--- src/rtl/fib_pkg.sv ---
// Shared definitions for the fib generator and its BCD conversion stage.
package fib_pkg;

    localparam int unsigned FIB_WIDTH      = 128;
    localparam int unsigned FIB_BCD_DIGITS = 39;

    typedef enum logic [1:0] {
        IDLE = 2'd0,
        CONV = 2'd1,
        DONE = 2'd2
    } conv_state_t;

endpackage

--- src/rtl/bcd_digit_adj.sv ---
// Double-dabble digit correction: a digit of 5 or more gets 3 added before the shift.
module bcd_digit_adj (
    input  logic [3:0] i_digit,
    output logic [3:0] o_digit
);

    always_comb begin
        o_digit = (i_digit >= 4'd5) ? i_digit + 4'd3 : i_digit;
    end

endmodule

--- src/rtl/fib_bcd_conv.sv ---
// Iterative binary-to-BCD converter, one bit per clock, with valid/ready on both sides.
module fib_bcd_conv
    import fib_pkg::*;
#(
    parameter int unsigned WIDTH  = FIB_WIDTH,
    parameter int unsigned DIGITS = FIB_BCD_DIGITS
) (
    input  logic                  clk,
    input  logic                  rst,
    input  logic [WIDTH-1:0]      bin_in,
    input  logic                  in_valid,
    output logic                  in_ready,
    output logic [4*DIGITS-1:0]   bcd_out,
    output logic [5:0]            ndigits,
    output logic                  out_valid,
    input  logic                  out_ready
);

    localparam int unsigned CW = $clog2(WIDTH + 1);

    conv_state_t         r_state;
    logic [WIDTH-1:0]    r_bin;
    logic [4*DIGITS-1:0] r_bcd;
    logic [CW-1:0]       r_cnt;
    logic [4*DIGITS-1:0] w_adj;
    logic [5:0]          w_nd;

    for (genvar g = 0; g < DIGITS; g++) begin : g_adj
        bcd_digit_adj u_adj (
            .i_digit (r_bcd[4*g +: 4]),
            .o_digit (w_adj[4*g +: 4])
        );
    end

    always_ff @(posedge clk) begin
        if (rst) begin
            r_state <= IDLE;
            r_bin   <= '0;
            r_bcd   <= '0;
            r_cnt   <= '0;
        end else begin
            case (r_state)
                IDLE: begin
                    if (in_valid) begin
                        r_bin   <= bin_in;
                        r_bcd   <= '0;
                        r_cnt   <= '0;
                        r_state <= CONV;
                    end
                end
                CONV: begin
                    // Adjusted digits shift up one bit; the binary MSB enters BCD bit 0.
                    r_bcd <= {w_adj[4*DIGITS-2:0], r_bin[WIDTH-1]};
                    r_bin <= r_bin << 1;
                    r_cnt <= r_cnt + 1'b1;
                    if (r_cnt == CW'(WIDTH - 1)) begin
                        r_state <= DONE;
                    end
                end
                DONE: begin
                    if (out_ready) begin
                        r_state <= IDLE;
                    end
                end
                default: r_state <= IDLE;
            endcase
        end
    end

    // Highest nonzero digit wins; an all-zero value still reports one digit.
    always_comb begin
        w_nd = 6'd1;
        for (int unsigned i = 0; i < DIGITS; i++) begin
            if (r_bcd[4*i +: 4] != 4'd0) begin
                w_nd = 6'(i + 1);
            end
        end
    end

    assign in_ready  = (r_state == IDLE);
    assign out_valid = (r_state == DONE);
    assign bcd_out   = r_bcd;
    assign ndigits   = w_nd;

endmodule

--- config.mk ---
export PLATFORM = sky130hd
export DESIGN_NAME = fib_bcd_conv
export DESIGN_NICKNAME = d
export VERILOG_FILES = /design/src/rtl/fib_pkg.sv /design/src/rtl/bcd_digit_adj.sv /design/src/rtl/fib_bcd_conv.sv
export SDC_FILE = /design/constraint.sdc
export NUM_CORES = 1
export LEC_CHECK = 0
export ABC_AREA = 1
export BUFFER_PORTS_ARGS = -buffer_cell sky130_fd_sc_hd__buf_2
export CAP_MARGIN = 20
export CORE_MARGIN = 10
export CORE_UTILIZATION = 49
export CTS_CLUSTER_DIAMETER = 30
export DETAILED_ROUTE_END_ITERATION = 8
export PLACE_DENSITY = 0.72
export RECOVER_POWER = 25
export SETUP_SLACK_MARGIN = 0.2
export SYNTH_ARGS = -nofsm -noshare
export SYNTH_HDL_FRONTEND = slang
export SYNTH_SLANG_ARGS = --single-unit
--- constraint.sdc ---
create_clock -name clk -period 3.2 [get_ports clk]
set_clock_uncertainty 0.05 [all_clocks]
set_input_delay 0.32 -clock clk [delete_from_list [all_inputs] [get_ports clk]]
set_output_delay 0.32 -clock clk [all_outputs]
set_load 0.01 [all_outputs]
### After elaboration in Yosys (flattened, before gate mapping)

Index checks and enable logic that the tools add are counted.

* flip-flop bits (word level): 294
* output and inout port bits: 164
* logic and storage cells: 218

* add/subtract/negate cells: 40
* magnitude comparators: 39
* eq/ne operators: 6
* muxes and demuxes: 87
* reduce and logical (&&, ||, !) cells: 42

Operators with widths (count)
* one-hot mux 156 bit (2 select lines): 1
* one-hot mux 128 bit (2 select lines): 1
* 2-to-1 mux 6 bit: 37
* greater-or-equal comparator 4 x 3 -> 1 bit, second input constant: 39
* 2-to-1 mux 156 bit: 1
* adder 4 x 2 -> 4 bit, second input constant: 38
* 2-to-1 mux 4 bit: 38
* nonzero test 4 bit: 38
* 2-to-1 mux 128 bit: 1
* one-hot mux 8 bit (2 select lines): 1
* adder 8 x 1 -> 8 bit, second input constant: 1
* == test 8 x 7 -> 1 bit, second input constant: 1
* 2-to-1 mux 2 bit: 4
* 2-to-1 mux 8 bit: 1
* one-hot mux 2 bit (3 select lines): 1
* != test 2 bit, second input constant: 2
* adder 3 x 2 -> 3 bit, second input constant: 1
* 2-to-1 mux 3 bit: 1
* AND reduction 3 bit: 1
* == test 2 x 1 -> 1 bit, second input constant: 1
* == test 2 bit, second input constant: 1
* logical NOT 2 bit: 1
* != test 2 x 1 -> 1 bit, second input constant: 1
* AND reduction 2 bit: 1
* nonzero test 2 bit: 1

### Logic depth before layout (Yosys ltp)

Gate-level depths: netlist of run 1.

* word-level depth: 39
* gate-level depth with buffers: 41
* gate-level depth less buffers: 41

### Modules after synthesis

From an unflattened synthesis of run 1, not the netlist that was laid out.

* cell total of the unflattened synthesis: 2465
* area, all modules: 17037.6 um^2

Modules (own cells, without submodules)
* fib_bcd_conv: times used 1, cells each 1568, area an instance 11767.5 um^2, sequential area each 5885.6 um^2
* bcd_digit_adj: times used 39, cells each 23, area an instance 135.1 um^2, sequential area each 0.0 um^2

### Worst setup path before layout of run 1

No wires, ideal clock.

* kind: reg-to-output
* start: reg r_bcd[8] (netlist: bcd_out[8])
* end: out ndigits[0]
* data arrival time: 2480 ps
* path slack: 350 ps
* cell stages (with the launch flop): 42
* buffers on the path: 0
* cells stage by stage: dfxtp_1 > inv_1 > ha_1 > nand2_2 > nor2_2 > nand2_1 > nand2_1 > nand2_1 > nand2_1 > nand2_1 > nand2_1 > nand2_1 > nand2_1 > nand2_1 > nand2_1 > nand2_1 > nand2_1 > nand2_1 > [... 6 more ...] > nand2_1 > nand2_1 > nand2_1 > nand2_1 > nand2_1 > nand2_1 > nand2_1 > nand2_1 > nand2_1 > nand2_1 > nand2_1 > nand2_1 > nand2_1 > nand2_1 > nand2_1 > nand2_1 > nand2_1 > nand2_1

* longest elaborated chain between the ends: 38

RTL lines
* start: declaration: line fib_bcd_conv.sv:23 `logic [4*DIGITS-1:0] r_bcd;`
* start signal: assignment: line fib_bcd_conv.sv:53 `r_bcd <= {w_adj[4*DIGITS-2:0], r_bin[WIDTH-1]};`
* nonzero test 4 bit: line fib_bcd_conv.sv:74 `if (r_bcd[4*i +: 4] != 4'd0) begin`
* 2-to-1 mux 6 bit (37 in series): line fib_bcd_conv.sv:74
* end: declaration: line fib_bcd_conv.sv:14 `output logic [5:0] ndigits,`

Every way passes these cells.

### Worst setup path in the final report of run 1

Same ends and word-level chain as after synthesis.

==> flow_metrics.tcl, run 1 <==
set metrics [dict create \
    synth_top_family_by_area "compound AO/OA/AOI/OAI gates" \
    clock_path_buffers 3 \
    via_count 16300 \
    ir_worst_vdd_v 0.000535 \
    mostFrequentLayoutCell "sky130_fd_sc_hd__nand2_1" \
    num_io_pins 296 \
    final_min_period_ns 3.73 \
    delay_of_the_slowest_cell_on_the_worst_path_ns 0.31 \
    worstRegToRegCells 9 \
    worst_ep_arrival_time_ns 3.36 \
    overall_fraction_of_global_route_tracks_in_use 0.238 \
    firstDrtPassIters 5 \
    yosys_warnings 0 \
    place_hpwl_um 29200 \
    final_critical_path_setup_slack_ns -0.532 \
    flow.area_growth_from_synthesis_pct 35.9 \
    timing.critical_path.to_type "output port" \
    via_per_inst 5.36 \
    min_period_over_period 1.17 \
    critPathKind "reg -> out" \
    dp.cells 2808 \
    hold_path_end "r_bin[52]" \
    drt-total-wl_um 48700 \
    globalplace.congestion 0.844 \
    pin_count_of_the_biggest_net_entering_global_routing 196 \
    worst-r2r-setup-slack_ns 0.63 \
    tightestPinTransition_ns 1.11 \
    num_rows 64 \
    floorplan.core_area_um2 30700 \
    clock_latency_ns 0.56 \
    cell_with_the_largest_stage_delay_on_the_worst_path "sky130_fd_sc_hd__dfxtp_2" \
    post_synth_num_cell_types 36 \
    seq_area_frac_synth 0.383 \
    min_path_cells 5 \
    starting_density 0.500 \
    setup.worst_path.start_class "flop" \
    first_global_vias 15600 \
    cts_tree "built" \
    power-per-cell-area_nw_per_um2 638 \
    synth-adder-area-share 0.0659 \
    routedWlPerCell_um 16.0 \
    cts_inserted_buffers 79 \
    synthArstFlopShare 0 \
    path_max_fanout 2 \
    timing.hold.worst.start "bin_in[52]" \
    setup_viol_count_final 2 \
    numPortBuffers 295 \
    fill_cells 2536 \
    multi_input_area_um2 8110 \
    report.final.slew_viol_count 0 \
    maxClockFrequency_ghz 0.268 \
    layout-drive-gt1-share 0.164 \
    number_of_flops_mapped_to_enable_cells_by_yosys 0 \
    cellLeakagePower_nw 9.74 \
    postSynthNetCount 2401 \
    syn_area_um2 15400 \
    number_of_instances_in_the_synthesized_netlist 2188 \
    synth-xor-area-share 0.0217 \
    die_width_um 197 \
    failed_checks "setup timing" \
    nets 2801 \
    global_route_wire_length_before_repair_um 77800 \
    final-seq-area_um2 5890 \
    worst_slew_margin_relative_to_its_limit 0.259 \
    cts.sink_count 294 \
    drt_first_iter_violations 1226 \
    timing_hold_violations_final 0 \
    route.antenna.remaining_nets 0 \
    overflow 0 \
    worst_r2r_startpoint "r_state[1]" \
    antenna_found_initial 2 \
    per_instance_average_area_after_synthesis_um2 7.03 \
    r2r-end "r_bin[86]" \
    critical_path_required_ns 2.83 \
    cap_viol_max_count 0 \
    grt_setup_unrepaired "true" \
    critPathMostFrequentCell "sky130_fd_sc_hd__nand2_1" \
    cts.reportedPaths.clkPinSlew_ns 0.04 \
    die_y_extent_um 197 \
    die_area_um2 38900 \
    depth_of_the_cts_h_tree 3 \
    final_cell_count_no_fill 3048 \
    dp_slack_ns -0.0156 \
    min_path_type "in -> reg" \
    yosys_most_used_dff "sky130_fd_sc_hd__dfxtp_1" \
    post_synth_mux_area_share 0 \
    synth_compound_gate_area_share 0.230 \
    drt_drc_violations_left 0 \
    root_buffer "sky130_fd_sc_hd__clkbuf_16" \
    mostFrequentLayoutCells "sky130_fd_sc_hd__nand2_1 (515), sky130_fd_sc_hd__a21oi_1 (340), sky130_fd_sc_hd__dfxtp_1 (290)" \
    synth_seq_cells 294 \
    final_core_utilization 0.679 \
    outcome "finished with violations" \
    synth-simple-area-share 0.204 \
]
## power breakdown
group          switching (mW)  total [mW]  internal [mW]
clock network            2.31        7.84           5.53
logic                   0.969        1.46          0.490
registers               0.132        4.03           3.90
total                    3.41        13.3           9.92
## routing by layer
layer,wire length (um),vias up,part of all wire,global-route usage
met5,0,-,0,0
met3,4430,120,0.091,0.0693
met2,22800,687,0.47,0.390
met4,1440,0,0.029,0.0966
met1,20000,7486,0.41,0.287
li1,-,8032,-,-
## metrics by stage
stage / TNS [ns] / cell area (um2) / power (mW) / hold slack [ns]
2_1_floorplan: 0 / 15400 / 4.99 / 0.391
4_1_cts: -0.772 / 21000 / 13.3 / 0.000103
6_report: -0.832 / 20900 / 13.3 / 0.0207
5_1_grt: -1.47 / 20900 / 13.8 / 0.0135
3_5_place_dp: -0.0156 / 17300 / 5.38 / 0.406
3_3_place_gp: -0.0255 / 17300 / 5.36 / 0.403
## synthesized netlist by cell type (all sizes together) (12+ instances only)
master / instances / area [um2]
inv: 276 / 1040
nor3: 41 / 205
o21ai: 160 / 801
o22ai: 34 / 213
clkbuf: 99 / 372
a21oi: 342 / 1710
nand3: 49 / 250
nor2: 86 / 414
or2: 36 / 225
ha: 81 / 1010
xor2: 38 / 333
a22oi: 92 / 691
dfxtp: 294 / 5890
nand2: 526 / 2010
buf: 12 / 45.0
## registers in the layout, summed over array words and instances, names as in the netlist
signal / count
r_state: 2
bcd_out: 156
r_bin: 128
r_cnt: 8
## worst max-delay path by stage
stage | start | endpoint | slack (ns) | depth (start not counted)
2_1_floorplan | bcd_out[8] | ndigits[0] | 0.35 | 41
5_1_grt | bcd_out[8] | ndigits[0] | -0.97 | 42
6_report | bcd_out[8] | ndigits[0] | -0.53 | 42
3_5_place_dp | bcd_out[9] | ndigits[0] | -0.02 | 42
4_1_cts | bcd_out[9] | ndigits[0] | -0.57 | 42
3_3_place_gp | bcd_out[9] | ndigits[0] | -0.03 | 42
## area by class of cell
type                       count  share of cell area
antenna                        2            0.000240
clock buffer                 111               0.111
clock inverter                32              0.0176
inverter                     277              0.0506
multi-input combinational   1506               0.388
sequential                   294               0.282
tap                          396              0.0237
timing repair buffer         430               0.127
## critical path, delay by kind of cell (launching register included)
kind,cells,cell delay (ns)
flip-flops,1,0.31
AND/OR/NAND/NOR,39,2.12
buffers and inverters,2,0.22
adder cells (fa/ha/maj),1,0.14
## what timing repair did
action                                  in CTS  in global routing
hold buffers                                89                  0
resized for setup                           13                 14
setup buffers                                3                  3
endpoints found under the setup margin       3                  3
hold endpoints to repair                    89                  0
pin swaps                                   11                 16
## cell families (layout without fill, tap and decap cells)
| kind of cell | count (synthesis) | after routing |
|---|---|---|
| flip-flops | 294 | 294 |
| AO/OA/AOI/OAI | 643 | 643 |
| XOR/XNOR | 38 | 38 |
| buffers and inverters | 388 | 850 |
| AND/OR/NAND/NOR | 744 | 744 |
| adder cells (fa/ha/maj) | 81 | 81 |
| other | 0 | 2 |
No activity file was read; power rests on OpenSTA's default activity.
==> inputs of run 2 (changes only) <==
- SETUP_SLACK_MARGIN: 0.2 -> 0.1
==> run 2 against run 1 <==
Net effect: sequential power is essentially flat; cell area up 0.22%; sequential share of layout area is essentially flat; via count rose by 0.12%; largest cell class unchanged; clock power is essentially flat; maximum frequency increased by 0.45%; the flow still finishes with violations (setup timing); critical path type unchanged; non-clock buffer count is 4 higher; critical endpoint unchanged.
==> flow_metrics.tcl, run 2 (synthesized netlist as in run 1, its figures left out) <==
set metrics [dict create \
    flow.area_growth_from_synthesis_pct 36.2 \
    critPathKind "reg -> out" \
    num_rows 64 \
    drt_drc_violations_left 0 \
    outcome "finished with violations" \
    global_route_wire_length_before_repair_um 78100 \
    drt_first_iter_violations 1219 \
    final_critical_path_setup_slack_ns -0.515 \
    largest_reg_flops 156 \
    timing.hold.worst.start "bin_in[125]" \
    cellLeakagePower_nw 9.77 \
    die_y_extent_um 197 \
    seq_power_share 0.302 \
    worst_r2r_startpoint "r_state[1]" \
    tightestPinTransition_ns 1.01 \
    route.antenna.remaining_nets 0 \
    ir_worst_vdd_v 0.000534 \
    setup_viol_count_final 2 \
    min_period_over_period 1.16 \
    power-per-cell-area_nw_per_um2 637 \
    cts_inserted_buffers 79 \
    place_hpwl_um 29200 \
    nets 2805 \
    final_core_utilization 0.681 \
    fraction_of_power_consumed_by_the_clock_network 0.588 \
    overall_fraction_of_global_route_tracks_in_use 0.239 \
    die_area_um2 38900 \
    worstSetupStartpoint "bcd_out[8]" \
    worstRegToRegCells 9 \
    timing.critical_path.to_type "output port" \
    cell_with_the_largest_stage_delay_on_the_worst_path "sky130_fd_sc_hd__dfxtp_2" \
    overflow 0 \
    cap_viol_max_count 0 \
    power.switching_mw 3.41 \
    timing_hold_violations_final 0 \
    mostFrequentLayoutCell "sky130_fd_sc_hd__nand2_1" \
    cts_tree "built" \
    failed_checks "setup timing" \
    clock_latency_ns 0.57 \
    globalplace.congestion 0.844 \
    depth_of_the_cts_h_tree 3 \
    antenna_found_initial 2 \
    critical_path_required_ns 2.83 \
    critPathMostFrequentCell "sky130_fd_sc_hd__nand2_1" \
    numPortBuffers 295 \
    first_global_vias 15700 \
    starting_density 0.500 \
    worst_slew_margin_relative_to_its_limit 0.326 \
    cts.reportedPaths.clkPinSlew_ns 0.05 \
    cts.sink_count 294 \
    die_width_um 197 \
    num_io_pins 296 \
    min_path_cells 3 \
    delay_of_the_slowest_cell_on_the_worst_path_ns 0.31 \
    power.share.switching 0.256 \
    setup.worst_path.start_class "flop" \
    mostFrequentLayoutCells "sky130_fd_sc_hd__nand2_1 (514), sky130_fd_sc_hd__a21oi_1 (340), sky130_fd_sc_hd__dfxtp_1 (288)" \
    via_per_inst 5.36 \
    report.final.slew_viol_count 0 \
    combinationalPowerShare 0.109 \
    floorplan.core_area_um2 30700 \
    firstDrtPassIters 7 \
    via_count 16300 \
    fill_cells 2525 \
    root_buffer "sky130_fd_sc_hd__clkbuf_16" \
    grt_setup_unrepaired "true" \
    min_path_type "in -> reg" \
    clock_path_buffers 3 \
    final_min_period_ns 3.72 \
    cell_area_after_layout_um2 20900 \
    post_dp_cell_area_um2 17300 \
    path_max_fanout 2 \
    drt-total-wl_um 48800 \
    layout-drive-gt1-share 0.167 \
    worst_ep_arrival_time_ns 3.35 \
    internal_power_mw 9.92 \
    routedWlPerCell_um 16.0 \
    maxClockFrequency_ghz 0.269 \
    pin_count_of_the_biggest_net_entering_global_routing 196 \
]
run 2: area by class of cell:
type,count,area [um2],share of cell area
multi-input combinational,1506,8120,0.388
tap,396,495,0.0237
clock buffer,111,2310,0.110
inverter,277,1060,0.0505
antenna,2,5.00,0.000239
clock inverter,32,368,0.0176
sequential,294,5890,0.282
timing repair buffer,434,2680,0.128
run 2: stage by stage:
step           hold slack, ns  setup WS, ns  total power [mW]  setup TNS, ns  instances
5_1_grt                0.0135        -0.940              13.8          -1.27       3050
4_1_cts              0.000103        -0.575              13.3         -0.681       3048
2_1_floorplan           0.391         0.350              4.99              0       2188
3_3_place_gp            0.403       -0.0255              5.36        -0.0255       2808
3_5_place_dp            0.406       -0.0156              5.38        -0.0156       2808
6_report               0.0202        -0.515              13.3         -0.628       3052
run 2: path summary, 6_finish.rpt:
| check | end | slack [ns] |
|---|---|---|
| setup / recovery | ndigits[0] | -0.52 |
| hold / removal | r_bin[125] | 0.02 |
| setup reg to reg | r_bin[86] | 0.65 |
| hold reg to reg | r_bin[45] | 0.41 |
run 2: layer usage:
metal,up-vias,part of all wire,global-route usage
met1,7456,0.40,0.287
li1,8039,-,-
met4,0,0.031,0.0997
met5,-,0,0
met3,126,0.095,0.0695
met2,724,0.47,0.391
run 2: worst max-delay path: cells and delay by family, from the launching register on:
kind	cells	cell delay [ns]
adder cells (fa/ha/maj)	1	0.14
buffers and inverters	2	0.22
flip-flops	1	0.31
AND/OR/NAND/NOR	39	2.11
run 2: power by group through the flow:
| stage | logic [mW] | clock network, mW | registers (mW) |
|---|---|---|---|
| 6_report | 1.46 | 7.85 | 4.03 |
| 5_1_grt | 1.60 | 8.12 | 4.05 |
| 4_1_cts | 1.41 | 7.92 | 4.02 |
| 3_5_place_dp | 1.31 | 0 | 4.07 |
| 3_3_place_gp | 1.29 | 0 | 4.07 |
| 2_1_floorplan | 0.947 | 0 | 4.04 |
run 2: timing repair:
action | in CTS | in global routing
resized for setup | 23 | 9
pin swaps | 15 | 9
hold buffers | 89 | 0
buffers inserted | 10 | 2
endpoints found under the hold margin | 89 | 0
setup endpoints to repair | 2 | 3
gates cloned | 0 | 0
